File: src/rtl/hdc_float_pkg.sv
// Shared floating-point definitions for the hypervector bundling path.
// Field widths, accumulator FSM encoding and common constants.
package hdc_float_pkg;

    localparam int unsigned EXP_W   = 8;
    localparam int unsigned MANT_W  = 23;
    localparam int unsigned GUARD_W = 3;
    localparam int unsigned ELEM_W  = EXP_W + MANT_W + 1;

    typedef logic [2:0] acc_state_t;

    localparam acc_state_t S_IDLE  = 3'd0;
    localparam acc_state_t S_ALIGN = 3'd1;
    localparam acc_state_t S_ADD   = 3'd2;
    localparam acc_state_t S_NORM  = 3'd3;
    localparam acc_state_t S_EMIT  = 3'd4;

    localparam logic [ELEM_W-1:0] FP_ZERO = '0;

    function automatic logic [ELEM_W-1:0] max_finite(input logic sign);
        return {sign, {(EXP_W - 1){1'b1}}, 1'b0, {MANT_W{1'b1}}};
    endfunction

endpackage

File: src/rtl/leading_zero_count.sv
// Combinational leading-zero counter; an all-zero input yields WIDTH.
module leading_zero_count
    import hdc_float_pkg::*;
#(
    parameter int unsigned WIDTH       = MANT_W + 1 + GUARD_W,
    parameter int unsigned COUNT_WIDTH = $clog2(WIDTH + 1)
) (
    input  logic [WIDTH-1:0]       value,
    output logic [COUNT_WIDTH-1:0] count
);

    logic found;

    always_comb begin
        count = '0;
        found = 1'b0;
        for (int i = WIDTH - 1; i >= 0; i--) begin
            if (!found) begin
                if (value[i]) begin
                    found = 1'b1;
                end else begin
                    count = count + COUNT_WIDTH'(1);
                end
            end
        end
    end

endmodule

File: src/rtl/element_accumulate_f.sv
// Multi-cycle floating-point bundle accumulator: four-stage add per element,
// emits the truncated running sum for one cycle when the last element lands.
module element_accumulate_f
    import hdc_float_pkg::*;
#(
    parameter int unsigned EXPONENT_WIDTH = EXP_W,
    parameter int unsigned MANTISSA_WIDTH = MANT_W
) (
    input  logic                                   clk,
    input  logic                                   reset_n,
    input  logic                                   in_valid,
    output logic                                   in_ready,
    input  logic                                   in_last,
    input  logic [EXPONENT_WIDTH+MANTISSA_WIDTH:0] elem_in,
    output logic                                   out_valid,
    output logic [EXPONENT_WIDTH+MANTISSA_WIDTH:0] elem_out
);

    localparam int unsigned W     = EXPONENT_WIDTH + MANTISSA_WIDTH + 1;
    localparam int unsigned SIG_W = MANTISSA_WIDTH + 1 + GUARD_W;
    localparam int unsigned CNT_W = $clog2(SIG_W + 1);
    localparam int unsigned XE_W  = EXPONENT_WIDTH + 2;
    localparam logic [EXPONENT_WIDTH-1:0] EXP_ONES = '1;
    localparam logic [XE_W-1:0]           EXP_SAT  = {2'b00, EXP_ONES};

    acc_state_t state_q, state_d;

    logic [W-1:0]              op_q, acc_q, elem_out_q;
    logic                      last_q;
    logic                      big_sign_q, eff_sub_q;
    logic [EXPONENT_WIDTH-1:0] big_exp_q;
    logic [SIG_W-1:0]          big_sig_q, small_sig_q;
    logic [SIG_W:0]            sum_q, sum_d;

    function automatic logic [W-1:0] sat_value(input logic sign);
        return {sign, {(EXPONENT_WIDTH - 1){1'b1}}, 1'b0, {MANTISSA_WIDTH{1'b1}}};
    endfunction

    function automatic logic [SIG_W-1:0] significand(input logic [W-1:0] v);
        return {|v[W-2:MANTISSA_WIDTH], v[MANTISSA_WIDTH-1:0], {GUARD_W{1'b0}}};
    endfunction

    // Denormals flush to +0, inf/NaN clamp to max finite before entering the datapath.
    logic [EXPONENT_WIDTH-1:0] in_exp;
    logic [W-1:0]              op_clean;

    assign in_exp = elem_in[W-2:MANTISSA_WIDTH];

    always_comb begin
        op_clean = elem_in;
        if (in_exp == '0) begin
            op_clean = '0;
        end else if (&in_exp) begin
            op_clean = sat_value(elem_in[W-1]);
        end
    end

    // Ordering on {exp, mant} is magnitude ordering, so the big operand never goes negative.
    logic                      op_is_big;
    logic [W-1:0]              big_val, small_val;
    logic [EXPONENT_WIDTH-1:0] exp_diff;
    logic [SIG_W-1:0]          small_aligned;

    always_comb begin
        op_is_big = op_q[W-2:0] > acc_q[W-2:0];
        big_val   = op_is_big ? op_q : acc_q;
        small_val = op_is_big ? acc_q : op_q;
        exp_diff  = big_val[W-2:MANTISSA_WIDTH] - small_val[W-2:MANTISSA_WIDTH];
        if (32'(exp_diff) > SIG_W - 1) begin
            small_aligned = '0;
        end else begin
            small_aligned = significand(small_val) >> exp_diff;
        end
    end

    assign sum_d = eff_sub_q ? ({1'b0, big_sig_q} - {1'b0, small_sig_q})
                             : ({1'b0, big_sig_q} + {1'b0, small_sig_q});

    logic [CNT_W-1:0] lz;
    logic [SIG_W-1:0] norm_sig;
    logic [XE_W-1:0]  norm_exp;
    logic             exp_under, exp_over;
    logic [W-1:0]     norm_result;
    logic             unused_guard;

    leading_zero_count #(
        .WIDTH      (SIG_W),
        .COUNT_WIDTH(CNT_W)
    ) u_lzc (
        .value(sum_q[SIG_W-1:0]),
        .count(lz)
    );

    always_comb begin
        if (sum_q[SIG_W]) begin
            norm_sig = sum_q[SIG_W:1];
            norm_exp = {2'b00, big_exp_q} + XE_W'(1);
        end else begin
            norm_sig = sum_q[SIG_W-1:0] << lz;
            norm_exp = {2'b00, big_exp_q} - XE_W'(lz);
        end
        exp_under   = norm_exp[XE_W-1] || (norm_exp == '0);
        exp_over    = !norm_exp[XE_W-1] && (norm_exp >= EXP_SAT);
        norm_result = {big_sign_q, norm_exp[EXPONENT_WIDTH-1:0],
                       norm_sig[SIG_W-2 -: MANTISSA_WIDTH]};
        if (sum_q == '0 || exp_under) begin
            norm_result = '0;
        end else if (exp_over) begin
            norm_result = sat_value(big_sign_q);
        end
    end

    assign unused_guard = ^{norm_sig[GUARD_W-1:0], norm_exp[XE_W-2:EXPONENT_WIDTH]};

    always_comb begin
        state_d = state_q;
        case (state_q)
            S_IDLE:  if (in_valid) state_d = S_ALIGN;
            S_ALIGN: state_d = S_ADD;
            S_ADD:   state_d = S_NORM;
            S_NORM:  state_d = last_q ? S_EMIT : S_IDLE;
            S_EMIT:  state_d = S_IDLE;
            default: state_d = S_IDLE;
        endcase
    end

    always_ff @(posedge clk or negedge reset_n) begin
        if (!reset_n) begin
            state_q     <= S_IDLE;
            op_q        <= '0;
            acc_q       <= '0;
            elem_out_q  <= '0;
            last_q      <= 1'b0;
            big_sign_q  <= 1'b0;
            eff_sub_q   <= 1'b0;
            big_exp_q   <= '0;
            big_sig_q   <= '0;
            small_sig_q <= '0;
            sum_q       <= '0;
        end else begin
            state_q <= state_d;
            case (state_q)
                S_IDLE: begin
                    if (in_valid) begin
                        op_q   <= op_clean;
                        last_q <= in_last;
                    end
                end
                S_ALIGN: begin
                    big_sign_q  <= big_val[W-1];
                    eff_sub_q   <= big_val[W-1] ^ small_val[W-1];
                    big_exp_q   <= big_val[W-2:MANTISSA_WIDTH];
                    big_sig_q   <= significand(big_val);
                    small_sig_q <= small_aligned;
                end
                S_ADD: sum_q <= sum_d;
                S_NORM: begin
                    acc_q <= norm_result;
                    // Load the output here so it is already stable during the EMIT strobe.
                    if (last_q) elem_out_q <= norm_result;
                end
                S_EMIT: acc_q <= '0;
                default: ;
            endcase
        end
    end

    assign in_ready  = (state_q == S_IDLE);
    assign out_valid = (state_q == S_EMIT);
    assign elem_out  = elem_out_q;

endmodule

File: config.mk
export PLATFORM = sky130hd
export DESIGN_NAME = element_accumulate_f
export DESIGN_NICKNAME = d
export VERILOG_FILES = /design/src/rtl/hdc_float_pkg.sv /design/src/rtl/leading_zero_count.sv /design/src/rtl/element_accumulate_f.sv
export SDC_FILE = /design/constraint.sdc
export NUM_CORES = 1
export LEC_CHECK = 0
export CELL_PAD_IN_SITES_DETAIL_PLACEMENT = 1
export CELL_PAD_IN_SITES_GLOBAL_PLACEMENT = 2
export CORE_UTILIZATION = 35
export CTS_CLUSTER_SIZE = 16
export DETAILED_ROUTE_END_ITERATION = 10
export PLACE_DENSITY = 0.75
export RECOVER_POWER = 100
export SYNTH_ARGS = -nofsm -noshare
export SYNTH_HDL_FRONTEND = slang
export SYNTH_HIERARCHICAL = 1
export SYNTH_SLANG_ARGS = --single-unit
File: constraint.sdc
create_clock -name clk -period 14.1 [get_ports clk]
set_clock_uncertainty 0.1 [all_clocks]
set_input_delay 2.82 -clock clk [delete_from_list [all_inputs] [get_ports clk]]
set_output_delay 2.82 -clock clk [all_outputs]
set_load 0.01 [all_outputs]
==> impl_results.rst <==
.. list-table::
   :header-rows: 1

   * - Metric
     - Value
   * - Outcome
     - finished, violations left
   * - Violations in the final reports
     - capacitance limit, slew limit, setup timing
   * - Antenna violations before repair
     - 1
   * - Number of storage elements in the synthesis netlist
     - about 190
   * - Number of fill cells in the layout
     - roughly 5800
   * - Hold WS
     - 0.3802 ns
   * - Drt initial violations
     - 906
   * - Count of input and output buffers
     - about 70
   * - Source of the worst register-to-register timing path
     - sum_q[26]
   * - Height of the chip
     - 224.5 um
   * - Die X
     - around 220 um
   * - Post-route design area
     - between 20000 and 25000 um^2
   * - Diode count
     - 0
   * - Count of endpoints failing hold in the final timing report
     - 0
   * - Length of the first detailed-routing pass in iterations
     - 5
   * - Vias per cell
     - roughly 5.7
   * - Cell count of the worst hold path
     - 2
   * - Cell type with the largest total area after synthesis
     - sky130_fd_sc_hd__dfrtp_1
   * - Delay of the slowest cell on the worst path
     - 0.54 ns
   * - FP Rows
     - just over 80
   * - Slowest stage cell, crit path
     - sky130_fd_sc_hd__or4_4
   * - Final period utilization
     - 1.008
   * - Clock sink count
     - roughly 190
   * - I/O pin count
     - 70
   * - Timing-limited maximum frequency
     - 70.34 MHz
   * - Worst-skew pair later-pin latency
     - about 0.48 ns
   * - Synth Cell Area
     - ~17000 um^2
   * - Synthesized Nets
     - about 2200
   * - Vias
     - between 15000 and 20000
   * - Biggest area contributors in the synthesized netlist
     - sky130_fd_sc_hd__dfrtp_1 (27%), sky130_fd_sc_hd__ha_1 (7.9%), sky130_fd_sc_hd__nand2_1 (6.6%), sky130_fd_sc_hd__mux2i_1 (6.4%), sky130_fd_sc_hd__o21ai_0 (6.3%)
   * - Clock tree root driver cell
     - sky130_fd_sc_hd__clkbuf_16
   * - Clock-pin slew reported for the worst setup and hold paths after clock tree synthesis
     - around 0.08 ns
   * - Required time reported for the critical path endpoint
     - around 14 ns
   * - Area post-placement
     - between 15000 and 20000 um^2
   * - Worst Tran Pin Value
     - 4.943 ns
   * - Hold bufs inserted after CTS
     - 0
   * - Remaining routing DRC violations
     - 0
   * - Count of flip-flops with a built-in enable after synthesis
     - 0
   * - Average cell area after synthesis
     - ~8.3 um^2
   * - First-pass GRT wire length
     - slightly below 100 mm
   * - Clock period minus worst slack
     - 14.22 ns
   * - Count of synthesis-stage warnings from yosys
     - 6
   * - Layout cell share with drive strength beyond 1
     - 0.1441
   * - Nets
     - between 2000 and 2500
   * - Area of the die
     - between 50000 and 60000 um^2
   * - Gate count after technology mapping
     - about 2100
   * - Setup slack of the most critical reg-to-reg path
     - -0.12 ns
   * - WS Path Type
     - reg -> reg
   * - Total of endpoints with negative setup slack in the final report
     - 45
   * - Distinct cell type count of the synthesized netlist
     - roughly 100
   * - Setup ws final
     - -0.1157 ns
   * - Max-slew violation count
     - 438
   * - CP max FO
     - 5
   * - Tightest slew margin relative to the limit
     - -2.296
   * - H-tree depth
     - 4
   * - Share of flip-flops with an asynchronous set or reset after synthesis
     - 1.000
   * - Worst setup SP type
     - register
   * - Number of routed nets with antenna violations
     - 0
   * - Number of global-route vias before repair
     - roughly 16000
   * - End of the worst register-to-register path
     - elem_out[15]
   * - Core Box Area
     - slightly below 50000 um^2
   * - Maximum capacitance violations
     - 9
   * - Crit path DAT
     - around 14 ns
   * - Overall routed net length
     - between 60 and 70 mm
   * - Global routing usage summed across all routing layers
     - 0.2502
   * - TritonCTS clock tree
     - done
   * - Min-delay worst type
     - reg -> reg
   * - Total overflow reported by the global router
     - 0
   * - Number of buffers on the longest clock path
     - 2
   * - Worst Reg2Reg Path Length in Cells
     - between 80 and 90
   * - CTS Buf Count
     - 17
   * - Area Growth Syn to Fin
     - 17.55%
   * - Pin count of the biggest net entering global routing
     - 83
   * - RSZ-0062 raised after global routing
     - true
   * - Dominant register cell in the synthesized netlist
     - sky130_fd_sc_hd__dfrtp_1
   * - RD Place Congestion
     - 0.8982
   * - Source of the worst hold timing path
     - elem_out[3]
   * - Routed len/inst
     - around 22 um
   * - Detailed Place HPWL
     - 48.19 mm
   * - Synth top area share
     - 0.2731
   * - CP Capture Type
     - register
   * - Sequential area share after synthesis
     - 0.2731
   * - Worst min-delay path endpoint
     - elem_out[3]
   * - Initial Utilization
     - 0.3545
-- Yosys cell counts, drive strengths merged (6+ instances only) --
cell     number
nand3b        7
nand3        30
ha          110
maj3          7
nand4        18
inv         122
a21oi       112
a32o          7
clkbuf       98
a22oi         9
a221o         6
a21o         18
nor3         49
nor4         31
a22o         22
a31oi        12
o31ai        21
xor2         30
or3          13
o211ai       14
and2         15
nor3b         8
a211oi       31
and3         10
nor2b        30
a221oi        8
nor2        129
buf          25
o21ai       220
xnor2        55
o22ai        15
a2111oi       9
dfrtp       189
o21a         13
nand2b       20
o21bai       10
mux2         41
nand2       305
mux2i       111
mux4         30
a21boi        6
-- worst max-delay path, delay by kind of cell (launching register included) --
family | cells | cell delay (ns)
AND/OR/NAND/NOR | 12 | 1.91
adder cells (fa/ha/maj) | 13 | 3.29
buffers and inverters | 7 | 0.78
flip-flops | 1 | 0.38
multiplexers | 9 | 2.01
AO/OA/AOI/OAI | 36 | 4.96
XOR/XNOR | 4 | 0.67
-- how the worst max path moves through the flow --
stage                     startpoint      endpoint
after floorplan            sum_q[25]  elem_out[13]
after detailed placement   sum_q[25]  elem_out[14]
after CTS                  sum_q[26]  elem_out[14]
after global placement     sum_q[25]  elem_out[14]
after global routing       sum_q[25]  elem_out[13]
final                      sum_q[26]  elem_out[15]
-- timing repair --
item	in CTS	in global routing
pin swaps	33	26
gates cloned	2	4
resized for setup	45	80
endpoints found under the setup margin	64	64
buffers inserted	18	14
-- flip-flops by register name (all words and copies together) (netlist names) --
register / cells
big_exp_q: 8
sum_q: 28
big_sign_q: 1
acc_q: 32
elem_out: 32
last_q: 1
small_sig_q: 27
state_q: 3
eff_sub_q: 1
op_q: 32
big_sig_q: 24
-- metal layers --
metal	track usage	vias to the layer above	wire length, um
met1	0.3422	8167	29480
met3	0.02796	70	1979
met5	0	-	12
met4	0.09634	2	2077
li1	-	7704	-
met2	0.4042	310	29830
-- final cells by class --
type / instances / area [um^2] / area share
clock buffers: 17 / 425.4 / 0.02090
clock inverters: 15 / 171.4 / 0.008420
inverters: 123 / 465.4 / 0.02286
multi-input cells: 1663 / 12270 / 0.6026
flip-flops and latches: 189 / 4731 / 0.2324
well taps: 664 / 830.8 / 0.04081
repair buffers: 165 / 1466 / 0.07203
-- kinds of logic after synthesis --
| logic type | count (synthesis) | synth area share |
|---|---|---|
| simple gates | 686 | 0.1878 |
| compound gates | 587 | 0.2172 |
| buf+inv | 246 | 0.05664 |
| flops | 189 | 0.2731 |
| mux | 182 | 0.1305 |
| fa+ha+maj | 119 | 0.08583 |
| xor+xnor | 89 | 0.04891 |
-- per-stage QoR --
step | instances | setup slack [ns] | setup TNS (ns) | utilization
final | 2836 | -0.1157 | -1.723 | 0.4168
after CTS | 2819 | -0.03544 | -0.3095 | 0.4084
after global placement | 2767 | 0.04570 | 0 | 0.3901
after detailed placement | 2767 | -0.5558 | -30.89 | 0.3901
after global routing | 2836 | -1.003 | -58.98 | 0.4168
after floorplan | 2098 | 0.03392 | 0 | -
-- layout by cell type, fill, tap and decap left out, types with 19 or more instances in the layout --
| cell type | Yosys | final |
|---|---|---|
| sky130_fd_sc_hd__a211oi_1 | 28 | 28 |
| sky130_fd_sc_hd__a21oi_1 | 111 | 94 |
| sky130_fd_sc_hd__a22o_1 | 22 | 22 |
| sky130_fd_sc_hd__buf_4 | 3 | 75 |
| sky130_fd_sc_hd__clkbuf_16 | 0 | 19 |
| sky130_fd_sc_hd__clkdlybuf4s50_1 | 0 | 33 |
| sky130_fd_sc_hd__dfrtp_1 | 189 | 188 |
| sky130_fd_sc_hd__dlygate4sd3_1 | 0 | 35 |
| sky130_fd_sc_hd__ha_1 | 110 | 102 |
| sky130_fd_sc_hd__inv_1 | 121 | 117 |
| sky130_fd_sc_hd__mux2_2 | 40 | 25 |
| sky130_fd_sc_hd__mux2i_1 | 110 | 110 |
| sky130_fd_sc_hd__mux4_2 | 30 | 30 |
| sky130_fd_sc_hd__nand2_1 | 305 | 303 |
| sky130_fd_sc_hd__nand3_1 | 27 | 26 |
| sky130_fd_sc_hd__nor2_1 | 125 | 122 |
| sky130_fd_sc_hd__nor2b_1 | 30 | 29 |
| sky130_fd_sc_hd__nor3_1 | 47 | 44 |
| sky130_fd_sc_hd__nor4_1 | 29 | 26 |
| sky130_fd_sc_hd__o21ai_0 | 217 | 178 |
| sky130_fd_sc_hd__o21ai_1 | 2 | 20 |
| sky130_fd_sc_hd__xnor2_1 | 54 | 51 |
| sky130_fd_sc_hd__xor2_1 | 30 | 29 |
Power is not shown: default switching activity piles up to over one toggle a cycle in this logic, so the estimate is an artifact.
